[src/rtl/riscv_pkg.sv]
`default_nettype none
// ============================================================================
// Module      : riscv_pkg
// Description : Types and constants shared by the instruction fetch front end.
//               fetch_pkt_t pairs an instruction word with the PC it came from.
// Revision    : 1.0 - initial release
// ============================================================================
package riscv_pkg;

    localparam int FETCH_ADDR_WIDTH = 32;
    localparam int INSTR_BYTES      = 4;

    typedef struct packed {
        logic [FETCH_ADDR_WIDTH-1:0] pc;
        logic [31:0]                 instr;
    } fetch_pkt_t;

endpackage
`default_nettype wire

[src/rtl/fetch_stage_if.sv]
`default_nettype none
// ============================================================================
// Module      : fetch_stage_if
// Description : Bus bundle for the fetch stage: the instruction-memory request
//               and response port, plus the valid/ready fetch-packet stream.
//               master = fetch stage, slave = memory/decode side.
//   imem_req / imem_addr  : read request, word-aligned byte address
//   imem_rdata            : word returned the cycle after the request
//   valid_out / data_out  : fetch packet stream, ready_out is the back-pressure
// Revision    : 1.0 - initial release
// ============================================================================
interface fetch_stage_if
    import riscv_pkg::*;
#(
    parameter int ADDR_WIDTH = 32
) ();

    logic                  imem_req;
    logic [ADDR_WIDTH-1:0] imem_addr;
    logic [31:0]           imem_rdata;
    logic                  valid_out;
    logic                  ready_out;
    fetch_pkt_t            data_out;

    modport master (
        output imem_req,
        output imem_addr,
        input  imem_rdata,
        output valid_out,
        output data_out,
        input  ready_out
    );

    modport slave (
        input  imem_req,
        input  imem_addr,
        output imem_rdata,
        input  valid_out,
        input  data_out,
        output ready_out
    );

endinterface
`default_nettype wire

[src/rtl/fetch_resp_buf.sv]
`default_nettype none
// ============================================================================
// Module      : fetch_resp_buf
// Description : Two-entry ordered response buffer (output slot + overflow
//               hold slot) driving a registered valid/ready stream.
//   clk, reset   : clock, synchronous active-high reset
//   flush_i      : discard everything buffered and the incoming response
//   in_valid_i   : a response is presented this cycle (in_pkt_i)
//   ready_i      : downstream accepts pkt_o
//   valid_o/pkt_o: registered head of the buffer
//   count_o      : number of entries currently held (0..2)
// Revision    : 1.0 - initial release
// ============================================================================
module fetch_resp_buf
    import riscv_pkg::*;
(
    input  wire logic       clk,
    input  wire logic       reset,
    input  wire logic       flush_i,
    input  wire logic       in_valid_i,
    input  wire fetch_pkt_t in_pkt_i,
    input  wire logic       ready_i,
    output logic            valid_o,
    output fetch_pkt_t      pkt_o,
    output logic [1:0]      count_o
);

    logic       out_valid_q, out_valid_d;
    logic       hold_valid_q, hold_valid_d;
    fetch_pkt_t out_q, out_d;
    fetch_pkt_t hold_q, hold_d;
    logic       w_fire;

    assign w_fire  = out_valid_q && ready_i;
    assign valid_o = out_valid_q;
    assign pkt_o   = out_q;
    assign count_o = {1'b0, out_valid_q} + {1'b0, hold_valid_q};

    always_comb begin
        out_valid_d  = out_valid_q;
        hold_valid_d = hold_valid_q;
        out_d        = out_q;
        hold_d       = hold_q;
        if (flush_i) begin
            out_valid_d  = 1'b0;
            hold_valid_d = 1'b0;
        end else if (in_valid_i) begin
            if ((!out_valid_q || w_fire) && !hold_valid_q) begin
                out_valid_d = 1'b1;
                out_d       = in_pkt_i;
            end else if (w_fire && hold_valid_q) begin
                // Hold slides forward, new response takes its place.
                out_d  = hold_q;
                hold_d = in_pkt_i;
            end else begin
                // Head is stalled; the issue credit guarantees hold is free.
                hold_valid_d = 1'b1;
                hold_d       = in_pkt_i;
            end
        end else if (w_fire) begin
            if (hold_valid_q) begin
                out_d        = hold_q;
                hold_valid_d = 1'b0;
            end else begin
                out_valid_d = 1'b0;
            end
        end
    end

    always_ff @(posedge clk) begin
        if (reset) begin
            out_valid_q  <= 1'b0;
            hold_valid_q <= 1'b0;
        end else begin
            out_valid_q  <= out_valid_d;
            hold_valid_q <= hold_valid_d;
        end
        out_q  <= out_d;
        hold_q <= hold_d;
    end

endmodule
`default_nettype wire

[src/rtl/fetch_stage.sv]
`default_nettype none
// ============================================================================
// Module      : fetch_stage
// Description : Instruction fetch stage. Holds the PC, issues one word read
//               per cycle to a synchronous-read memory, and streams {pc,instr}
//               packets downstream. Issue is throttled by a credit count so at
//               most two packets are ever buffered; redirect flushes all
//               wrong-path work.
//   clk, reset      : clock, synchronous active-high reset
//   bus (master)    : imem_req/imem_addr/imem_rdata, valid_out/ready_out/data_out
//   redirect_valid  : flush and restart fetch at redirect_pc (word aligned)
//   perf_fetched    : accepted-packet count   (only with FETCH_PERF_CNT_EN)
//   perf_stall      : stalled-packet cycles    (only with FETCH_PERF_CNT_EN)
// Configuration: define FETCH_PERF_CNT_EN to add the performance counters.
// Revision    : 1.0 - initial release
// ============================================================================
module fetch_stage
    import riscv_pkg::*;
#(
    parameter logic [31:0] RESET_PC   = 32'h0000_0000,
    parameter int          ADDR_WIDTH = 32
) (
    input  wire logic                  clk,
    input  wire logic                  reset,
    fetch_stage_if.master              bus,
    input  wire logic                  redirect_valid,
    input  wire logic [ADDR_WIDTH-1:0] redirect_pc
`ifdef FETCH_PERF_CNT_EN
    ,
    output logic [31:0]                perf_fetched,
    output logic [31:0]                perf_stall
`endif
);

    logic [ADDR_WIDTH-1:0] pc_q, pc_d;
    logic [ADDR_WIDTH-1:0] req_pc_q;
    logic                  pending_q, pending_d;
    logic                  w_buf_valid;
    logic [1:0]            w_buf_count;
    logic                  w_fire;
    logic [2:0]            w_occ;
    logic                  w_issue;
    fetch_pkt_t            w_resp_pkt;

    // Valid is forced low while reset is asserted so nothing leaks out of a
    // buffer that is about to be cleared.
    assign bus.valid_out = w_buf_valid && !reset;
    assign w_fire        = bus.valid_out && bus.ready_out;

    // Packets that will still be held after this cycle, including the one in
    // flight; fire implies count >= 1 so this never underflows.
    assign w_occ   = 3'(w_buf_count) + 3'(pending_q) - 3'(w_fire);
    assign w_issue = !reset && !redirect_valid && (w_occ < 3'd2);

    assign bus.imem_req  = w_issue;
    assign bus.imem_addr = pc_q;

    assign w_resp_pkt.pc    = req_pc_q;
    assign w_resp_pkt.instr = bus.imem_rdata;

    always_comb begin
        pc_d      = pc_q;
        pending_d = 1'b0;
        if (redirect_valid) begin
            pc_d = {redirect_pc[ADDR_WIDTH-1:2], 2'b00};
        end else if (w_issue) begin
            pc_d      = pc_q + ADDR_WIDTH'(INSTR_BYTES);
            pending_d = 1'b1;
        end
    end

    always_ff @(posedge clk) begin
        if (reset) begin
            pc_q      <= RESET_PC[ADDR_WIDTH-1:0];
            pending_q <= 1'b0;
        end else begin
            pc_q      <= pc_d;
            pending_q <= pending_d;
        end
        if (w_issue) begin
            req_pc_q <= pc_q;
        end
    end

    fetch_resp_buf u_resp_buf (
        .clk        (clk),
        .reset      (reset),
        .flush_i    (redirect_valid),
        .in_valid_i (pending_q && !redirect_valid),
        .in_pkt_i   (w_resp_pkt),
        .ready_i    (bus.ready_out),
        .valid_o    (w_buf_valid),
        .pkt_o      (bus.data_out),
        .count_o    (w_buf_count)
    );

`ifdef FETCH_PERF_CNT_EN
    always_ff @(posedge clk) begin
        if (reset) begin
            perf_fetched <= 32'd0;
            perf_stall   <= 32'd0;
        end else begin
            if (w_fire) begin
                perf_fetched <= perf_fetched + 32'd1;
            end
            if (bus.valid_out && !bus.ready_out) begin
                perf_stall <= perf_stall + 32'd1;
            end
        end
    end
`endif

endmodule
`default_nettype wire

[src/flat_wrapper.sv]
// flat-port wrapper written by rule: the top's interface ports become plain ports
module fetch_stage_flat import riscv_pkg::*;
#(
    parameter logic [31:0] RESET_PC   = 32'h0000_0000,
    parameter int          ADDR_WIDTH = 32
)
  (clk, reset, redirect_valid, redirect_pc, bus_imem_req, bus_imem_addr, bus_imem_rdata, bus_valid_out, bus_data_out, bus_ready_out);
  fetch_stage_if #(.ADDR_WIDTH(ADDR_WIDTH)) bus_i ();
  input  wire logic clk;
  input  wire logic reset;
  input  wire logic redirect_valid;
  input  wire logic [ADDR_WIDTH-1:0] redirect_pc;
  output wire logic [$bits(bus_i.imem_req)-1:0] bus_imem_req;
  output wire logic [$bits(bus_i.imem_addr)-1:0] bus_imem_addr;
  input wire logic [$bits(bus_i.imem_rdata)-1:0] bus_imem_rdata;
  output wire logic [$bits(bus_i.valid_out)-1:0] bus_valid_out;
  output wire logic [$bits(bus_i.data_out)-1:0] bus_data_out;
  input wire logic [$bits(bus_i.ready_out)-1:0] bus_ready_out;
  assign bus_imem_req = bus_i.imem_req;
  assign bus_imem_addr = bus_i.imem_addr;
  assign bus_i.imem_rdata = bus_imem_rdata;
  assign bus_valid_out = bus_i.valid_out;
  assign bus_data_out = bus_i.data_out;
  assign bus_i.ready_out = bus_ready_out;
  fetch_stage #(.RESET_PC(RESET_PC), .ADDR_WIDTH(ADDR_WIDTH)) u_core (.clk(clk), .reset(reset), .bus(bus_i), .redirect_valid(redirect_valid), .redirect_pc(redirect_pc));
endmodule
[config.mk]
export PLATFORM = sky130hd
export DESIGN_NAME = fetch_stage_flat
export DESIGN_NICKNAME = d
export VERILOG_FILES = /design/src/rtl/riscv_pkg.sv /design/src/rtl/fetch_stage_if.sv /design/src/rtl/fetch_resp_buf.sv /design/src/rtl/fetch_stage.sv /design/src/flat_wrapper.sv
export SDC_FILE = /design/constraint.sdc
export NUM_CORES = 1
export LEC_CHECK = 0
export ABC_AREA = 1
export BUFFER_PORTS_ARGS = -buffer_cell sky130_fd_sc_hd__buf_2
export CAP_MARGIN = 40
export CORE_MARGIN = 3
export CORE_UTILIZATION = 23
export CTS_CLUSTER_SIZE = 30
export DETAILED_ROUTE_END_ITERATION = 16
export PLACE_DENSITY_LB_ADDON = 0.1
export SLEW_MARGIN = 25
export SYNTH_ARGS = -nofsm -noshare
export SYNTH_HDL_FRONTEND = slang
export SYNTH_SLANG_ARGS = --single-unit
[constraint.sdc]
create_clock -name clk -period 14.65 [get_ports clk]
set_clock_uncertainty 0.05 [all_clocks]
set_input_delay 1.465 -clock clk [delete_from_list [all_inputs] [get_ports clk]]
set_output_delay 1.465 -clock clk [all_outputs]
set_load 0.02 [all_outputs]
# Word level (Yosys, flattened, before mapping)
# Cells that the tools add are included.
dict set report word_totals {
  out_inout_bits 98
  input_bits 68
  word_cells 59
  ff_bits 195
}
dict set report classes {
  order_cmp 1
  n_addsub 4
  n_reduce_logical 21
  n_eq_ne 5
  n_bitwise 2
  mux 16
}
# cell n
set op_table {}
lappend op_table {{$mux W64} 5}
lappend op_table {{$mux W32} 2}
lappend op_table {{$add A32 B3 Y32 const B} 1}
lappend op_table {{$mux W1} 9}
lappend op_table {{$reduce_and A3 Y1} 3}
lappend op_table {{$logic_and A1 B1 Y1} 8}
lappend op_table {{$ne A2 B2 Y1 const B} 3}
lappend op_table {{$reduce_bool A2 Y1} 3}
lappend op_table {{$logic_not A1 Y1} 4}
lappend op_table {{$reduce_and A4 Y1} 1}
lappend op_table {{$add A2 B1 Y3} 1}
lappend op_table {{$lt A3 B2 Y1 const B} 1}
lappend op_table {{$ne A3 B1 Y1 const B} 1}
lappend op_table {{$sub A3 B1 Y3} 1}
lappend op_table {{$add A1 B1 Y2} 1}
lappend op_table {{$ne A2 B1 Y1 const B} 1}
lappend op_table {{$not A1 Y1} 2}
lappend op_table {{$reduce_or A2 Y1} 1}
lappend op_table {{$logic_or A1 B1 Y1} 1}

# Depth between registers and ports, before layout
# Gate-level depths: netlist of the first run.
dict set report depth {
  word_depth 8
  mapped_depth 15
  ltp_nobuf 14
}

# By module
# A second synthesis of the first run with hierarchy kept.
dict set report hier_totals {
  cells_unflattened 789
  area_unflattened_um2 8364.3
}
# mod cells_each instances seq_area_each_um2 area_per_inst_um2
set modules_own_cells {}
lappend modules_own_cells {fetch_resp_buf 369 1 3883.7 5121.2}
lappend modules_own_cells {fetch_stage 420 1 1521.5 3243.1}

# Worst setup path after synthesis of the first run
# Ideal clock, no wire load.
dict set report synth_timing {
  kind {input to register}
  start {in redirect_valid}
  end {reg u_core.u_resp_buf.out_q (netlist bit u_core.u_resp_buf.pkt_o[0]) (enable)}
  cell_stages 2
  setup_ps 574
  n_path_buf 1
  required_ps 14026
  t_arrival_ps 6284
  setup_slack_ps 7742
  path_cell_list {clkbuf_1 -> o31ai_1}
}
dict set report synth_via {
  elab_chain_len 4
  elab_cells_between_ends 7
  cone_classes {1 x eq/ne; 1 x bitwise; 5 x reduce/logical}
}
# element line_no
set synth_rtl {}
lappend synth_rtl {{from (decl)} flat_wrapper.sv:11} ;# input wire logic redirect_valid;
lappend synth_rtl {{$logic_not A1 Y1} fetch_stage.sv:89} ;# .in_valid_i (pending_q && !redirect_valid),
lappend synth_rtl {{$logic_and A1 B1 Y1} fetch_stage.sv:89}
lappend synth_rtl {{$ne A3 B1 Y1 (no source line) / $reduce_bool A2 Y1 (equally long branches)} -}
lappend synth_rtl {{$reduce_and A4 Y1 (no source line) (*)} -}
lappend synth_rtl {{to (signal assigned)} fetch_resp_buf.sv:78} ;# out_q <= out_d;
lappend synth_rtl {{to (decl)} fetch_resp_buf.sv:30} ;# fetch_pkt_t out_q, out_d;
# Mark *: on every way between the ends. The rest lies on a longest branch, timed or not.
# A chain may end at the register's enable or synchronous reset.

# Worst setup path after layout of the first run
dict set report layout_timing {
  start {in reset}
  end {out bus_imem_req}
}
dict set report layout_via {
  elab_chain_len 6
  elab_cells_between_ends 7
  cone_classes {1 x add/sub; 1 x order compare; 5 x reduce/logical}
}
# element line_no
set layout_rtl {}
lappend layout_rtl {{from (decl)} flat_wrapper.sv:10} ;# input wire logic reset;
lappend layout_rtl {{$logic_not A1 Y1 (*)} {fetch_stage.sv:47, fetch_stage.sv:53}}
lappend layout_rtl {{$logic_and A1 B1 Y1} fetch_stage.sv:47} ;# assign bus.valid_out = w_buf_valid && !reset;
lappend layout_rtl {{$logic_and A1 B1 Y1} fetch_stage.sv:48} ;# assign w_fire = bus.valid_out && bus.ready_out;
lappend layout_rtl {{$sub A3 B1 Y3} fetch_stage.sv:52} ;# assign w_occ = 3'(w_buf_count) + 3'(pending_q) - 3'(w_fire);
lappend layout_rtl {{$lt A3 B2 Y1} fetch_stage.sv:53} ;# assign w_issue = !reset && !redirect_valid && (w_occ < 3'd2);
lappend layout_rtl {{$logic_and A1 B1 Y1 (*)} fetch_stage.sv:53}
lappend layout_rtl {{to (decl)} flat_wrapper.sv:13} ;# output wire logic [$bits(bus_i.imem_req)-1:0] bus_imem_req;
# Marked as above.

==> results.json, run 1 <==
{
  "die_w_um": 189.5,
  "synth_edf_count": 154,
  "gp_congestion": 0.7598,
  "multi_input_area_mm2": 0.002197,
  "cp_cell_sequence": "buf_2, buf_4, nor2_1, ha_1, inv_1, ha_1, nand2_1, inv_1, o21bai_4, nand3_4, inv_2, buf_4, buf_2",
  "seq_area_mm2": 0.005285,
  "hp-start": "u_core.req_pc_q[29]",
  "numCtsBuffers": 17,
  "ys_seq_area_share_pct": 68.24,
  "p_per_area_mw_per_mm2": 120.7,
  "timing.rr.end": "u_core.bus.imem_addr[16]",
  "hold_path_class": "register to register",
  "tightestPinTransition_ps": 797.0,
  "fin_nets": 859,
  "endpoint": "bus_imem_req",
  "first_iter_violations": 239,
  "clock_latency_ps": 440,
  "syn_to_final_growth_pct": 24.38,
  "postSynth.asyncResetShare_pct": 0,
  "syn_inst": 624,
  "antenna_cells": 0,
  "r2r_start": "u_core.u_resp_buf.valid_o",
  "clk_pin_slew_ps": 70,
  "place_ws_ps": 9043,
  "crit_type": "input pin to output pin",
  "cp_max_fo": 46,
  "layout_commonest_cell": "buf_2",
  "cp-startpoint": "reset",
  "min_period_ps": 5515,
  "status": "finished clean",
  "grt_setup_unrepaired": "no",
  "cts_resized": 0,
  "drive_above_1_share_pct": 34.08,
  "cp.required_ps": 13140,
  "die_h_um": 189.5,
  "grt_max_degree": 52,
  "viasPerCell": 4.060,
  "vias": 5046,
  "post_cts_buffers": 0,
  "power_leakage_nw": 3.513,
  "hpwl_um": 13600,
  "ys_ff_latch": 187,
  "place_inst": 1211,
  "ir_drop_uv": 80.73,
  "maxSlewViolCount": 0,
  "drc": 0,
  "setup_slack_ps": 9135,
  "r2r_cells": 13,
  "worst_hold_slack_ps": 398.3,
  "clockRootBuffer": "clkbuf_16",
  "synth_area_mm2": 0.007745,
  "grt_antenna_before_repair": 0,
  "ctsHoldBuffers": 0,
  "timing.final.crit_share_pct": 37.64,
  "max_slew_margin_pct": 46.87,
  "synth.distinct_cells": 38,
  "startpoint_type": "input pin",
  "die_area_mm2": 0.03591,
  "numClockSinks": 187,
  "fmax_ghz": 0.1813,
  "fin_setup_tns_ps": 0,
  "finalPower_mw": 1.163,
  "rrSetupSlack_ps": 11800,
  "core_area_mm2": 0.03287,
  "grt_pass1_wl_um": 32040,
  "hold_viol_final": 0,
  "fin_cells": 1243,
  "io_pins": 166,
  "cts_tree": "done",
  "critPathSlowestCell": "buf_4",
  "io_buffers": 159,
  "first_pass_iters": 4,
  "postRouteAntennaNets": 0,
  "htreeDepth": 4,
  "arrival_ps": 4000,
  "synth_top_flop_cell": "edfxtp_1",
  "start_util_pct": 23.56,
  "finalSetupViolCount": 0,
  "wl_um": 20730,
  "slowest_delay_ps": 550,
  "grt_usage_pct": 11.90,
  "wl_per_cell_um": 16.68,
  "grt_pass1_vias": 5193,
  "critPathCaptureType": "output pin",
  "rows": 66,
  "clockBufferDepth": 2,
  "syn_area_per_cell_um2": 12.41,
  "overflow": 0,
  "ys_warn_count": 0,
  "nFillCells": 3468,
  "final_cell_mix": "buf_2, edfxtp_1, nand2_1, nor2_1, mux2_2",
  "cap_viol_max_count": 0
}
[worst min path at each step]
| stage | cells past startpoint | to | slack, ps |
|---|---|---|---|
| 2_1_floorplan | 0 | u_core.u_resp_buf.hold_q[55] | 370 |
| 3_3_place_gp | 0 | u_core.u_resp_buf.hold_q[62] | 380 |
| 3_5_place_dp | 0 | u_core.u_resp_buf.hold_q[38] | 390 |
| 4_1_cts | 0 | u_core.u_resp_buf.hold_q[59] | 400 |
| 5_1_grt | 0 | u_core.u_resp_buf.hold_q[59] | 410 |
| 6_report | 0 | u_core.u_resp_buf.hold_q[61] | 400 |
[stage by stage]
step                util, %  instance area [um2]
finish                29.31                 9633
global route          29.31                 9633
CTS                   29.31                 9633
detailed placement    27.51                 9041
global placement      27.45                 9021
floorplan                 -                 7756
[cell type report]
cell class | instances | share of cell area, %
timing repair buffer | 166 | 8.936
multi-input combinational | 378 | 22.81
sequential | 187 | 54.86
clock inverter | 15 | 1.728
tap | 442 | 5.741
clock buffer | 17 | 4.416
inverter | 38 | 1.507
[sequential cells by signal, indices dropped and copies added (netlist names)]
name,count
u_core.u_resp_buf.hold_q,62
u_core.u_resp_buf.pkt_o,62
u_core.bus.imem_addr,30
u_core.req_pc_q,30
u_core.pending_q,1
u_core.u_resp_buf.hold_valid_q,1
u_core.u_resp_buf.valid_o,1
[Yosys cell counts (4+ instances only)]
master / number / area (um2)
edfxtp_1: 154 / 4624
nand2_1: 125 / 469.2
nor2_1: 70 / 262.8
mux2_2: 52 / 585.6
inv_1: 34 / 127.6
dfxtp_1: 33 / 660.6
nand3_1: 32 / 160.2
a21oi_1: 26 / 130.1
o21ai_0: 13 / 65.06
buf_4: 11 / 82.58
mux2_1: 10 / 112.6
a211oi_1: 6 / 45.04
clkbuf_1: 6 / 22.52
nor2_2: 6 / 37.54
nor3_1: 5 / 25.02
xor2_1: 4 / 35.03
[report_power, final]
part | leakage, nW | internal (mW) | switching (mW)
combinational | 1.54 | 0.0289 | 0.0527
sequential | 1.69 | 0.590 | 0.0143
clock | 0.286 | 0.255 | 0.221
[critical path, delay by kind of cell]
kind	cells	cell delay, ps
adders and majority gates	2	540
buffers and inverters	7	1420
and+or+nand+nor	3	430
AOI/OAI and AO/OA	1	130
[cell families (layout without fill, tap and decap cells)]
logic type / count (synthesis) / in the layout / share of synthesized area, %
AO/OA/AOI/OAI: 53 / 53 / 3.990
XOR/XNOR: 4 / 4 / 0.4523
adder cells (fa/ha/maj): 3 / 3 / 0.4847
buffers and inverters: 62 / 236 / 3.813
flip-flops: 187 / 187 / 68.24
multiplexers: 62 / 62 / 9.015
other: 1 / 4 / 0.04842
AND/OR/NAND/NOR: 252 / 252 / 13.96
[metal layers]
metal	GRT usage, %	vias up	wire [um]
met5	0	-	0
met3	2.981	13	1017
met2	18.11	136	9226
met4	4.180	0	246
li1	-	2508	-
met1	16.47	2389	10240
No activity file was read; power rests on OpenSTA's default activity.
==> run 2: changes to the inputs <==
ABC_AREA = 0   (was 1)
clock period = 5.25 ns   (was 14.65 ns; I/O delays follow)
==> run 2 against run 1 <==
  * Final area shrank 3.8%
  * Clock power grew to 2.8 times the previous value
  * Core utilization is essentially flat
  * Worst hold slack lost 180 ps
  * Sequential power grew to 2.8 times the previous value
  * Largest power group unchanged
  * Register-to-register slack lost 9600 ps
  * Via count shrank 11%
  * Cell count shrank 16%
  * Critical endpoint unchanged
  * Routed wire length shrank 8.9%
  * Power grew to 2.8 times the previous value
  * Critical path depth shrank 3
==> results.json, run 2 <==
{
  "status": "finished clean",
  "clockBufferDepth": 2,
  "design_area_mm2": 0.009270,
  "viasPerCell": 4.292,
  "cts_tree": "done",
  "clk_pin_slew_ps": 70,
  "grt_pass1_wl_um": 28320,
  "power_leakage_nw": 3.307,
  "r2r_cells": 12,
  "fmax_ghz": 0.2927,
  "overflow": 0,
  "critPathCaptureType": "output pin",
  "grt_max_degree": 41,
  "die_h_um": 185.3,
  "hp-start": "bus_imem_rdata[31]",
  "pwr-share-seq_pct": 52.0,
  "antenna_cells": 0,
  "syn_area_per_cell_um2": 15.90,
  "postRouteAntennaNets": 0,
  "grt_usage_pct": 11.06,
  "cp.required_ps": 4680,
  "ctsHoldBuffers": 0,
  "numClockSinks": 187,
  "syn_inst": 465,
  "final_cell_mix": "buf_2, edfxtp_1, mux2_2, dfxtp_1, nor2_1",
  "cp_max_fo": 29,
  "clockPowerShare_pct": 41.6,
  "vias": 4481,
  "first_pass_iters": 4,
  "power.switching_mw": 0.7890,
  "crit_type": "input pin to output pin",
  "drc": 0,
  "timing.rr.end": "u_core.bus.imem_addr[16]",
  "hpwl_um": 12670,
  "numCtsBuffers": 17,
  "post_cts_buffers": 0,
  "timing.final.crit_share_pct": 65.08,
  "hold_viol_final": 0,
  "p_per_area_mw_per_mm2": 350.1,
  "gp_congestion": 0.7130,
  "setup_slack_ps": 1833,
  "fin_nets": 700,
  "synth_area_mm2": 0.007392,
  "cp_cell_sequence": "buf_2, nor2b_1, and2_1, ha_1, inv_1, ha_1, a21oi_4, mux2i_2, inv_1, buf_2",
  "synth_top_area_share_pct": 62.56,
  "ys_warn_count": 0,
  "io_pins": 166,
  "postPlaceCellArea_mm2": 0.008671,
  "slowest_delay_ps": 510,
  "yosysTopAreaCell": "edfxtp_1",
  "wl_per_cell_um": 18.08,
  "htreeDepth": 4,
  "io_buffers": 159,
  "grt_setup_unrepaired": "no",
  "wl_um": 18880,
  "holdPathEnd": "u_core.u_resp_buf.hold_q[31]",
  "nFillCells": 3212,
  "cap_viol_max_count": 0,
  "clock_latency_ps": 440,
  "place_ws_ps": 1481,
  "start_util_pct": 23.37,
  "p_sw_share_pct": 24.31,
  "die_area_mm2": 0.03433,
  "ir_drop_uv": 211.5,
  "tightestPinTransition_ps": 670.5,
  "die_w_um": 185.3,
  "rows": 65,
  "synth_top_flop_cell": "edfxtp_1",
  "ys_seq_area_share_pct": 71.50,
  "arrival_ps": 2840,
  "grt_pass1_vias": 4668,
  "synth_edf_count": 154,
  "grt_antenna_before_repair": 0,
  "drive_above_1_share_pct": 42.99,
  "core_area_mm2": 0.03164,
  "ys_ff_latch": 187,
  "first_iter_violations": 163,
  "cts_resized": 0,
  "synth.distinct_cells": 45,
  "yosys-top-cells-area": "edfxtp_1, mux2_2, dfxtp_1",
  "finalSetupViolCount": 0,
  "fin_setup_tns_ps": 0,
  "startpoint_type": "input pin",
  "clockRootBuffer": "clkbuf_16",
  "hold_path_class": "input pin to register",
  "hold-path-cell-count": 1,
  "p_int_mw": 2.456,
  "syn_to_final_growth_pct": 25.41,
  "p_comb_share_pct": 6.4,
  "rrSetupSlack_ps": 2160,
  "critPathSlowestCell": "buf_2",
  "min_period_ps": 3417,
  "maxSlewViolCount": 0,
  "r2r_start": "u_core.u_resp_buf.valid_o",
  "yosysMostFrequentCell": "edfxtp_1",
  "postSynth.asyncResetShare_pct": 0,
  "synth_commonest_cells": "edfxtp_1, mux2_2, dfxtp_1",
  "layout_commonest_cell": "buf_2",
  "max_slew_margin_pct": 55.17
}
run 2: routing by layer:
metal	part of all wire, %	up-vias	track usage, %
met4	1.3	0	3.421
met3	6.2	16	3.280
li1	-	2105	-
met5	0	-	0
met1	47	2231	14.33
met2	46	129	17.87
run 2: kinds of logic (layout without fill, tap and decap cells):
logic type | count (synthesis) | in the layout | synth area share (%)
buf+inv | 38 | 212 | 2.624
mux | 63 | 63 | 9.580
compound gates | 48 | 48 | 4.485
fa+ha+maj | 3 | 3 | 0.5078
flops | 187 | 187 | 71.50
simple gates | 100 | 100 | 8.293
other cells | 1 | 4 | 0.05073
xor+xnor | 25 | 25 | 2.962
run 2: area by class of cell:
type / count / area, um2 / share of cell area (%)
Clock buffer: 18 / 439.2 / 4.737
Sequential cell: 187 / 5285 / 57.01
Tap cell: 402 / 503.0 / 5.426
Multi-Input combinational cell: 243 / 1962 / 21.16
Clock inverter: 14 / 160.2 / 1.728
Timing Repair Buffer: 168 / 875.8 / 9.448
Inverter: 12 / 45.04 / 0.4859
run 2: worst max path at each step:
| stage | startpoint | end | slack (ps) | depth (start not counted) |
|---|---|---|---|---|
| final | reset | bus_imem_req | 1830 | 10 |
| after global routing | reset | bus_imem_req | 1640 | 10 |
| after CTS | reset | bus_imem_req | 1790 | 10 |
| after detailed placement | reset | u_core.bus.imem_addr[16] | 1480 | 13 |
| after global placement | reset | u_core.bus.imem_addr[22] | 1260 | 12 |
| after floorplan | redirect_valid | u_core.u_resp_buf.pkt_o[0] | 1570 | 2 |
run 2: metrics by stage:
stage	cells	hold WS (ps)	total power, mW	util (%)
floorplan	468	370.4	1.835	-
global placement	1010	380.7	1.932	27.30
detailed placement	1012	383.0	1.936	27.41
CTS	1044	194.5	3.307	29.30
global route	1044	201.8	3.384	29.30
finish	1044	222.0	3.245	29.30
run 2: critical path, delay by kind of cell:
family	cells	cell delay [ps]
multiplexers	1	340
buffers and inverters	4	830
AO/OA/AOI/OAI	1	240
adder cells (fa/ha/maj)	2	580
AND/OR/NAND/NOR	2	330
run 2: power by group through the flow:
stage	logic (mW)	registers, mW	clock network (mW)
2_1_floorplan	0.0891	1.75	0
3_3_place_gp	0.211	1.72	0
3_5_place_dp	0.213	1.72	0
4_1_cts	0.214	1.69	1.40
5_1_grt	0.228	1.70	1.46
6_report	0.208	1.69	1.35
